[src/rtl/pipeline_ctrl.sv]
// Pipeline hazard/branch/memory-wait controller for an in-order core.
// Also keeps saturating counters of hazard cycles and stall cycles.
module pipeline_ctrl #(
    parameter int FWD_EN      = 0,
    parameter int CNT_W       = 16,
    parameter int MEM_TIMEOUT = 15
) (
    input  logic             clk,
    input  logic             rst,
    input  logic             id_valid,
    input  logic [3:0]       src1,
    input  logic [3:0]       src2,
    input  logic             two_src,
    input  logic [3:0]       ex_dest,
    input  logic [3:0]       mem_dest,
    input  logic             ex_wb_en,
    input  logic             mem_wb_en,
    input  logic             ex_mem_r_en,
    input  logic             ex_branch_taken,
    input  logic [31:0]      ex_branch_addr,
    input  logic             mem_req,
    input  logic             mem_ready,
    input  logic             clr_cnt,
    output logic             freeze,
    output logic             pipe_stall,
    output logic             flush,
    output logic             branch_taken,
    output logic [31:0]      branch_address,
    output logic             mem_err,
    output logic [1:0]       state,
    output logic [CNT_W-1:0] hazard_cnt,
    output logic [CNT_W-1:0] stall_cnt
);

    localparam int WAIT_W = (MEM_TIMEOUT > 1) ? $clog2(MEM_TIMEOUT) : 1;
    localparam logic [WAIT_W-1:0] WAIT_LAST = WAIT_W'(MEM_TIMEOUT - 1);

    typedef enum logic [1:0] {
        RUN      = 2'd0,
        MEM_WAIT = 2'd1,
        ERR      = 2'd2
    } state_t;

    state_t            cur_state;
    state_t            next_state;
    logic [WAIT_W-1:0] wait_cnt;
    logic              raw;
    logic              hazard;
    logic              mem_busy;
    logic              wait_expired;

    function automatic logic [CNT_W-1:0] sat_inc(input logic [CNT_W-1:0] v);
        return (&v) ? v : v + CNT_W'(1);
    endfunction

    // With forwarding only a load in EX can't supply its result in time.
    always_comb begin
        raw = 1'b0;
        if (FWD_EN != 0)
            raw = ex_mem_r_en & ex_wb_en &
                  ((src1 == ex_dest) | (two_src & (src2 == ex_dest)));
        else
            raw = ((src1 == ex_dest) & ex_wb_en) | ((src1 == mem_dest) & mem_wb_en) |
                  (two_src & (((src2 == ex_dest) & ex_wb_en) |
                              ((src2 == mem_dest) & mem_wb_en)));
    end

    assign hazard       = id_valid & raw & ~ex_branch_taken;
    assign mem_busy     = mem_req & ~mem_ready;
    assign wait_expired = (wait_cnt == WAIT_LAST) & ~mem_ready;

    always_ff @(posedge clk or posedge rst) begin
        if (rst)
            cur_state <= RUN;
        else
            cur_state <= next_state;
    end

    always_comb begin
        next_state = cur_state;
        case (cur_state)
            RUN:      if (mem_busy) next_state = MEM_WAIT;
            MEM_WAIT: begin
                if (mem_ready)
                    next_state = RUN;
                else if (wait_expired)
                    next_state = ERR;
            end
            ERR:      next_state = ERR;
            default:  next_state = RUN;
        endcase
    end

    always_comb begin
        pipe_stall = 1'b0;
        mem_err    = 1'b0;
        case (cur_state)
            RUN:      pipe_stall = mem_busy;
            MEM_WAIT: pipe_stall = ~mem_ready;
            ERR: begin
                pipe_stall = 1'b1;
                mem_err    = 1'b1;
            end
            default: ;
        endcase
    end

    // Held at zero in RUN so every MEM_WAIT visit starts counting from zero.
    always_ff @(posedge clk or posedge rst) begin
        if (rst)
            wait_cnt <= '0;
        else if (cur_state != MEM_WAIT)
            wait_cnt <= '0;
        else if (wait_cnt != WAIT_LAST)
            wait_cnt <= wait_cnt + WAIT_W'(1);
    end

    always_ff @(posedge clk or posedge rst) begin
        if (rst) begin
            hazard_cnt <= '0;
            stall_cnt  <= '0;
        end else if (clr_cnt) begin
            hazard_cnt <= '0;
            stall_cnt  <= '0;
        end else begin
            if (hazard & ~pipe_stall)
                hazard_cnt <= sat_inc(hazard_cnt);
            if (pipe_stall)
                stall_cnt <= sat_inc(stall_cnt);
        end
    end

    // A branch seen during a stall stays in EX and redirects once the stall clears.
    assign freeze         = hazard | pipe_stall;
    assign flush          = ex_branch_taken & ~pipe_stall;
    assign branch_taken   = flush;
    assign branch_address = branch_taken ? ex_branch_addr : 32'd0;
    assign state          = cur_state;

endmodule

[config.mk]
export PLATFORM = sky130hd
export DESIGN_NAME = pipeline_ctrl
export DESIGN_NICKNAME = d
export VERILOG_FILES = /design/src/rtl/pipeline_ctrl.sv
export SDC_FILE = /design/constraint.sdc
export NUM_CORES = 1
export LEC_CHECK = 0
export BUFFER_PORTS_ARGS = -buffer_cell sky130_fd_sc_hd__clkbuf_2
export CORE_MARGIN = 1
export CORE_UTILIZATION = 46
export CTS_CLUSTER_DIAMETER = 60
export DETAILED_ROUTE_END_ITERATION = 10
export MAX_ROUTING_LAYER = met4
export PLACE_DENSITY = 0.8
export SLEW_MARGIN = 10
export SYNTH_ARGS = -nofsm -noshare
export SYNTH_HDL_FRONTEND = slang
export SYNTH_SLANG_ARGS = --single-unit
[constraint.sdc]
create_clock -name clk -period 2.4 [get_ports clk]
set_input_delay 0.24 -clock clk [delete_from_list [all_inputs] [get_ports clk]]
set_output_delay 0.24 -clock clk [all_outputs]
set_load 0.005 [all_outputs]
==> results of run 1 <==
logic make-up after synthesis:
kind of cell,count (synthesis),synth area share (%)
flip-flops,38,38.4
buffers and inverters,23,4.09
XOR/XNOR,31,11.0
multiplexers,7,3.08
AND/OR/NAND/NOR,143,30.8
adder cells (fa/ha/maj),4,2.02
AO/OA/AOI/OAI,36,10.6
layout make-up:
type | instances | area [sq um]
Fill cell | 468 | 1890
Multi-Input combinational cell | 221 | 1430
Sequential cell | 38 | 951
Timing Repair Buffer | 133 | 678
Tap cell | 70 | 87.6
Clock buffer | 7 | 76.3
Inverter | 8 | 30.0
worst min-delay path by stage:
stage,from,endpoint,slack (ps),cells after the start
6_report,rst,stall_cnt[6],40,3
5_1_grt,rst,stall_cnt[6],90,3
4_1_cts,rst,state[1],50,3
3_5_place_dp,rst,stall_cnt[13],360,3
3_3_place_gp,rst,stall_cnt[13],360,3
2_1_floorplan,mem_ready,state[0],330,1
tightest hold or removal path, stage by stage:
cell and delay [ps]:
sky130_fd_sc_hd__clkbuf_2 80, sky130_fd_sc_hd__inv_1 40, sky130_fd_sc_hd__buf_4 400
state kept, by name (all words and copies together), names as in the netlist:
register	cells
stall_cnt	16
hazard_cnt	16
wait_cnt	4
state	2
stage by stage:
step | util [%] | worst slack, ps | hold WS, ps | total power, mW | std cells
2_1_floorplan | - | 530 | 326 | 0.796 | 282
3_3_place_gp | 61.7 | 229 | 362 | 0.903 | 470
3_5_place_dp | 61.7 | 179 | 364 | 0.909 | 470
4_1_cts | 63.2 | 172 | 52.5 | 1.31 | 477
5_1_grt | 63.2 | 138 | 88.0 | 1.37 | 477
6_report | 63.2 | 297 | 42.9 | 1.30 | 477
layer usage:
metal  vias up  track usage [%]
met3        14             4.50
met1      1178             25.4
met5         -                -
met2       104             41.5
li1       1248                -
met4         0             10.5
repair_timing:
action | CTS | global route
endpoints found under the setup margin | 0 | 1
gates resized for setup | 0 | 1
hold buffers | 0 | 0
power by group:
part           internal, mW  switching [mW]  total, mW  leakage, nW
Combinational         0.113           0.124      0.237         1.16
Clock                 0.200           0.202      0.402       0.0383
Sequential            0.648          0.0112      0.659        0.527
placed cells by master, fill, tap and decap left out, types with 2 or more instances in the layout:
cell,netlist,layout
sky130_fd_sc_hd__clkbuf_2,0,128
sky130_fd_sc_hd__dfrtp_1,38,38
sky130_fd_sc_hd__and3_1,35,35
sky130_fd_sc_hd__nor2_1,33,33
sky130_fd_sc_hd__nand3_1,18,18
sky130_fd_sc_hd__xor2_1,18,18
sky130_fd_sc_hd__nand2_1,16,16
sky130_fd_sc_hd__xnor2_1,13,13
sky130_fd_sc_hd__a21oi_1,11,11
sky130_fd_sc_hd__inv_1,7,7
sky130_fd_sc_hd__nor3_1,7,7
sky130_fd_sc_hd__nand4_1,7,7
sky130_fd_sc_hd__o31ai_1,7,7
sky130_fd_sc_hd__nor2b_1,6,6
sky130_fd_sc_hd__o21ai_0,6,6
sky130_fd_sc_hd__or4_1,6,6
sky130_fd_sc_hd__mux2_2,5,5
sky130_fd_sc_hd__clkbuf_8,0,5
sky130_fd_sc_hd__buf_4,1,5
sky130_fd_sc_hd__or3_1,4,4
sky130_fd_sc_hd__and2_1,4,4
sky130_fd_sc_hd__ha_1,4,4
sky130_fd_sc_hd__and4_1,3,3
sky130_fd_sc_hd__mux2i_1,2,2
sky130_fd_sc_hd__a211oi_1,2,2
sky130_fd_sc_hd__clkbuf_1,10,2
==> reports/metrics.cfg, run 1 <==
[worst_setup_path]
endpoint_kind=flip-flop
critical_path.max_fanout=20
r2r-end=hazard_cnt[15]
crit_path_capture=hazard_cnt[15]
slowest_cell_on_the_critical_path=sky130_fd_sc_hd__or4_1
critical_path.startpoint=state[0]
critPathBufInv=1
worstPathCellList=nor2_1 -> o31a_4 -> inv_2 -> a41o_2 -> or4_1 -> a21oi_1
critical-path-max-stage-delay_ps=530
r2r_setup_slack_ps=300
timing.critical_path.required_ps=2610
crit_reg_reg_startpoint=state[0]
reg2reg_depth=6
timing.critical_path.arrival_ps=2310
worstSetupPathDepth=6
crit_type=flip-flop to flip-flop
crit_path_start_kind=flip-flop
cpLargestDelayFamily=compound AO/OA/AOI/OAI gates

[yosys]
synthTopCellsByArea=sky130_fd_sc_hd__dfrtp_1 (38%), sky130_fd_sc_hd__and3_1 (8.8%), sky130_fd_sc_hd__xor2_1 (6.4%)
synth_largest_type_area_fraction_pct=38.4
yosys.cell_types.count=41
syn_inst=282
ys_seq_elements=38
post_synth_net_total=345
synthTopCellsByCount=sky130_fd_sc_hd__dfrtp_1 (38), sky130_fd_sc_hd__and3_1 (35), sky130_fd_sc_hd__nor2_1 (33), sky130_fd_sc_hd__nand3_1 (18), sky130_fd_sc_hd__xor2_1 (18)
dominantRegCellSynth=sky130_fd_sc_hd__dfrtp_1
yosysMostFrequentCell=sky130_fd_sc_hd__dfrtp_1
synth_largest_area_cell=sky130_fd_sc_hd__dfrtp_1
syn-cell-area_sq_um=2480
syn_avg_cell_area_sq_um=8.78
synth_warnings=0
synth-seq-area-share_pct=38.4
async_reset_ff_share_pct=100
synth-edff-count=0

[routing]
wl_met3_um=334
wl_met2_mm=3.33
vias_per_cell=5.33
average_wire_length_per_cell_after_detail_routing_um=13.4
routed_wl_mm=6.39
drtPass1Iterations=4
route.antenna.remaining_nets=0
routed.top_layer=met4
drc=0
route.vias.total=2544
drt_first_iter_violations=71
wl_met1_mm=2.55

[cts]
cts_root_buf=sky130_fd_sc_hd__clkbuf_8
tritoncts_num_sinks=38
numCtsBuffers=5
htree_num_levels=2
insertion_delay_ps=290
cts_setup_buffers=0
max-clock-path-buffers=2
tritoncts=done
cts.clk_slew.worst_paths_ps=70

[timing]
timing.final.setup_violations=0
finalHoldViolations=0
setup_clock_skew_after_layout_ps=7.24
max_slew_margin_pct=37.2
final_min_period_over_clock_period_pct=87.6
finalSetupTns_ps=0
max_slew.worst_pin.slew_ps=936
max_freq_ghz=0.475
final-max-slew-violation-count=0
rsz_0062_raised_after_global_routing=false
final.min_clock_period_ps=2100

[grt]
grt.total_usage_pct=23.4
grt_first_pass_wirelength_mm=9.76
grt_max_degree=39
grt_pass1_vias=2258
global_route.overflow_total=0
antenna_violations_before_repair=0

[cells_and_area]
final_layout_net_count=470
antenna_cells_inserted=0
area_growth_from_synthesis_to_layout_pct=31.2
drive_gt1_share_pct=36.9
stdcell_area_sq_um=3250

[power]
power.leakage_nw=1.73
power.ir.vdd_worst_uv=255
power_density_nw_per_um2=400

[placement]
dpl_cell_area_sq_um=3170
dp_hpwl_mm=4.87
port_buffers=128
finalWeightedCongestion=0.857

[floorplanning]
die_footprint_sq_um=5680
placeableCoreArea_sq_um=5140
die_h_um=75.4
row_count=26
chipWidth_um=75.4
boundaryPins=130
floorplan.initialDensity_pct=48.2

[run_status]
run_status=completed

[job]
max-cap-violations=0

[hold_path]
hold_path.class=input port to asynchronous set/reset pin

(Power assumes the default switching activity.)
==> inputs of run 2 (changes only) <==
--- a/config.mk
+++ b/config.mk
@@ -12,6 +12,7 @@
 export DETAILED_ROUTE_END_ITERATION = 10
 export MAX_ROUTING_LAYER = met4
 export PLACE_DENSITY = 0.8
+export SETUP_SLACK_MARGIN = 0.4
 export SLEW_MARGIN = 10
 export SYNTH_ARGS = -nofsm -noshare
 export SYNTH_HDL_FRONTEND = slang
==> run 2 against run 1 <==
Effect of this change: utilization rose by 2.9 points; clock-buffer cell count stayed put; fmax rose by 7.9%; first-iteration DRC count is 8.5% lower; sequential power barely moved; clock skew fell by 0.82 ps; die area stayed put; routed wire length grew 5.0%; total power up 2.2%; critical path depth down 1; setup slack better by 150 ps; clock power hardly changed; critical endpoint is now branch_address[29]; largest power group unchanged.
==> reports/metrics.cfg, run 2 (synthesized netlist as in run 1, its figures left out) <==
[timing]
holdWs_ps=43.6  ; +0.711 ps
finalSetupTns_ps=0  ; unchanged
max_slew_margin_pct=61.4  ; +24 points
max_slew.worst_pin.slew_ps=579  ; -357 ps
finalHoldViolations=0  ; unchanged
setup_clock_skew_after_layout_ps=6.42  ; -0.820 ps
max_freq_ghz=0.513  ; +7.9%
timing.final.setup_violations=0  ; unchanged
worst_slack_ps=451  ; +154 ps
rsz_0062_raised_after_global_routing=true
final_min_period_over_clock_period_pct=81.2  ; -6.4 points
final.min_clock_period_ps=1950  ; -154 ps
final-max-slew-violation-count=0  ; unchanged

[routing]
drtPass1Iterations=4  ; unchanged
drc=0  ; unchanged
vias_per_cell=5.41  ; +1.4%
average_wire_length_per_cell_after_detail_routing_um=13.7  ; +2.6%
drt_first_iter_violations=65  ; -8.5%
routed_wl_mm=6.71  ; +5.0%
route.antenna.remaining_nets=0  ; unchanged
route.vias.total=2639  ; +3.7%

[floorplanning]
die_h_um=75.4  ; unchanged
chipWidth_um=75.4  ; unchanged
placeableCoreArea_sq_um=5140  ; unchanged
row_count=26  ; unchanged
die_footprint_sq_um=5680  ; unchanged
boundaryPins=130  ; unchanged
floorplan.initialDensity_pct=48.2  ; unchanged

[worst_setup_path]
endpoint_kind=output pin
crit_path_start_kind=flip-flop
timing.critical_path.required_ps=2160  ; -450 ps
timing.critical_path.arrival_ps=1710  ; -600 ps
critical_path.max_fanout=19  ; -5.0%
crit_type=flip-flop to output pin

[cts]
htree_num_levels=2  ; unchanged
cts_hold_repair.buffers=0  ; unchanged
insertion_delay_ps=290  ; about the same
numCtsBuffers=5  ; unchanged
cts_root_buf=sky130_fd_sc_hd__clkbuf_8
tritoncts=done
tritoncts_num_sinks=38  ; unchanged
cts.clk_slew.worst_paths_ps=70  ; about the same
max-clock-path-buffers=2  ; unchanged

[cells_and_area]
antenna_cells_inserted=0  ; unchanged
drive_gt1_share_pct=40.9  ; +4.1 points
post-route-util_pct=66.1  ; +2.9 points
layout.cells.most_common=sky130_fd_sc_hd__clkbuf_2
stdcell_area_sq_um=3400  ; +4.6%
filler_cell_count=441  ; -5.8%
area_growth_from_synthesis_to_layout_pct=37.2
filler_free_cell_count_of_the_finished_design=488  ; +2.3%
final_layout_net_count=481  ; +2.3%
reg.largest.list=hazard_cnt x16, stall_cnt x16, wait_cnt x4
most-common-layout-cells=sky130_fd_sc_hd__clkbuf_2 (128), sky130_fd_sc_hd__dfrtp_1 (36), sky130_fd_sc_hd__and3_1 (35), sky130_fd_sc_hd__nor2_1 (31)

[power]
post-layout-total-power_mw=1.33  ; +2.2%
power.ir.vdd_worst_uv=257  ; +1.0%
power_density_nw_per_um2=391  ; -2.2%
power.leakage_nw=1.79  ; +3.4%

[placement]
finalWeightedCongestion=0.857  ; unchanged
dp_slack_ps=179  ; unchanged
port_buffers=128  ; unchanged
dpl_cell_area_sq_um=3170  ; unchanged
dpl.cell_count=470  ; unchanged
dp_hpwl_mm=4.87  ; unchanged

[hold_path]
hold_path.class=input port to asynchronous set/reset pin

[grt]
grt_first_pass_wirelength_mm=9.89  ; +1.3%
grt.total_usage_pct=23.7  ; +0.32 points
grt_pass1_vias=2297  ; +1.7%
antenna_violations_before_repair=0  ; unchanged
global_route.overflow_total=0  ; unchanged
grt_max_degree=39  ; unchanged

[job]
max-cap-violations=0  ; unchanged

[run_status]
run_status=completed

[run 2: power breakdown]
| part | total (mW) | switching [mW] | internal [mW] |
|---|---|---|---|
| combinational | 0.265 | 0.133 | 0.132 |
| clock | 0.404 | 0.204 | 0.200 |
| sequential | 0.658 | 0.00954 | 0.648 |
| total | 1.33 | 0.347 | 0.980 |
[run 2: layer usage]
layer	wire (um)	share of wire [%]	vias up	GRT usage, %
met3	362	5.4	18	4.63
met4	195	2.9	0	11.3
met2	3550	53	111	41.7
li1	-	-	1275	-
met5	0	0	-	-
met1	2600	39	1235	25.7
[run 2: worst paths after layout]
check,from,endpoint,slack (ps),cells past startpoint
worst min register to register,wait_cnt[3],wait_cnt[3],510,1
worst max register to register,state[1],stall_cnt[5],450,5
worst max-delay path,state[1],branch_address[29],450,5
min in group clk,mem_ready,state[1],200,2
max in group asynchronous,rst,state[1],2010,3
worst min-delay path,rst,stall_cnt[6],40,3
[run 2: layout make-up]
cell class / instances / area, sq um / share of cell area [%]
clock buffer: 7 / 76.3 / 2.25
inverter: 8 / 30.0 / 0.884
multi-input combinational: 222 / 1480 / 43.5
sequential: 38 / 953 / 28.1
tap: 70 / 87.6 / 2.58
timing repair buffer: 143 / 773 / 22.8
[run 2: critical path, stage by stage, from the launching register on]
cell,delay [ps]
sky130_fd_sc_hd__dfrtp_2,440
sky130_fd_sc_hd__o31a_4,410
sky130_fd_sc_hd__buf_12,150
sky130_fd_sc_hd__buf_8,130
sky130_fd_sc_hd__and3_1,170
sky130_fd_sc_hd__clkbuf_2,120
[run 2: timing repair]
item,in CTS,in global routing
gates resized for setup,3,11
pin swaps,1,7
setup buffers,3,7
hold endpoints to repair,0,0
setup endpoints to repair,15,51
cloned,0,1
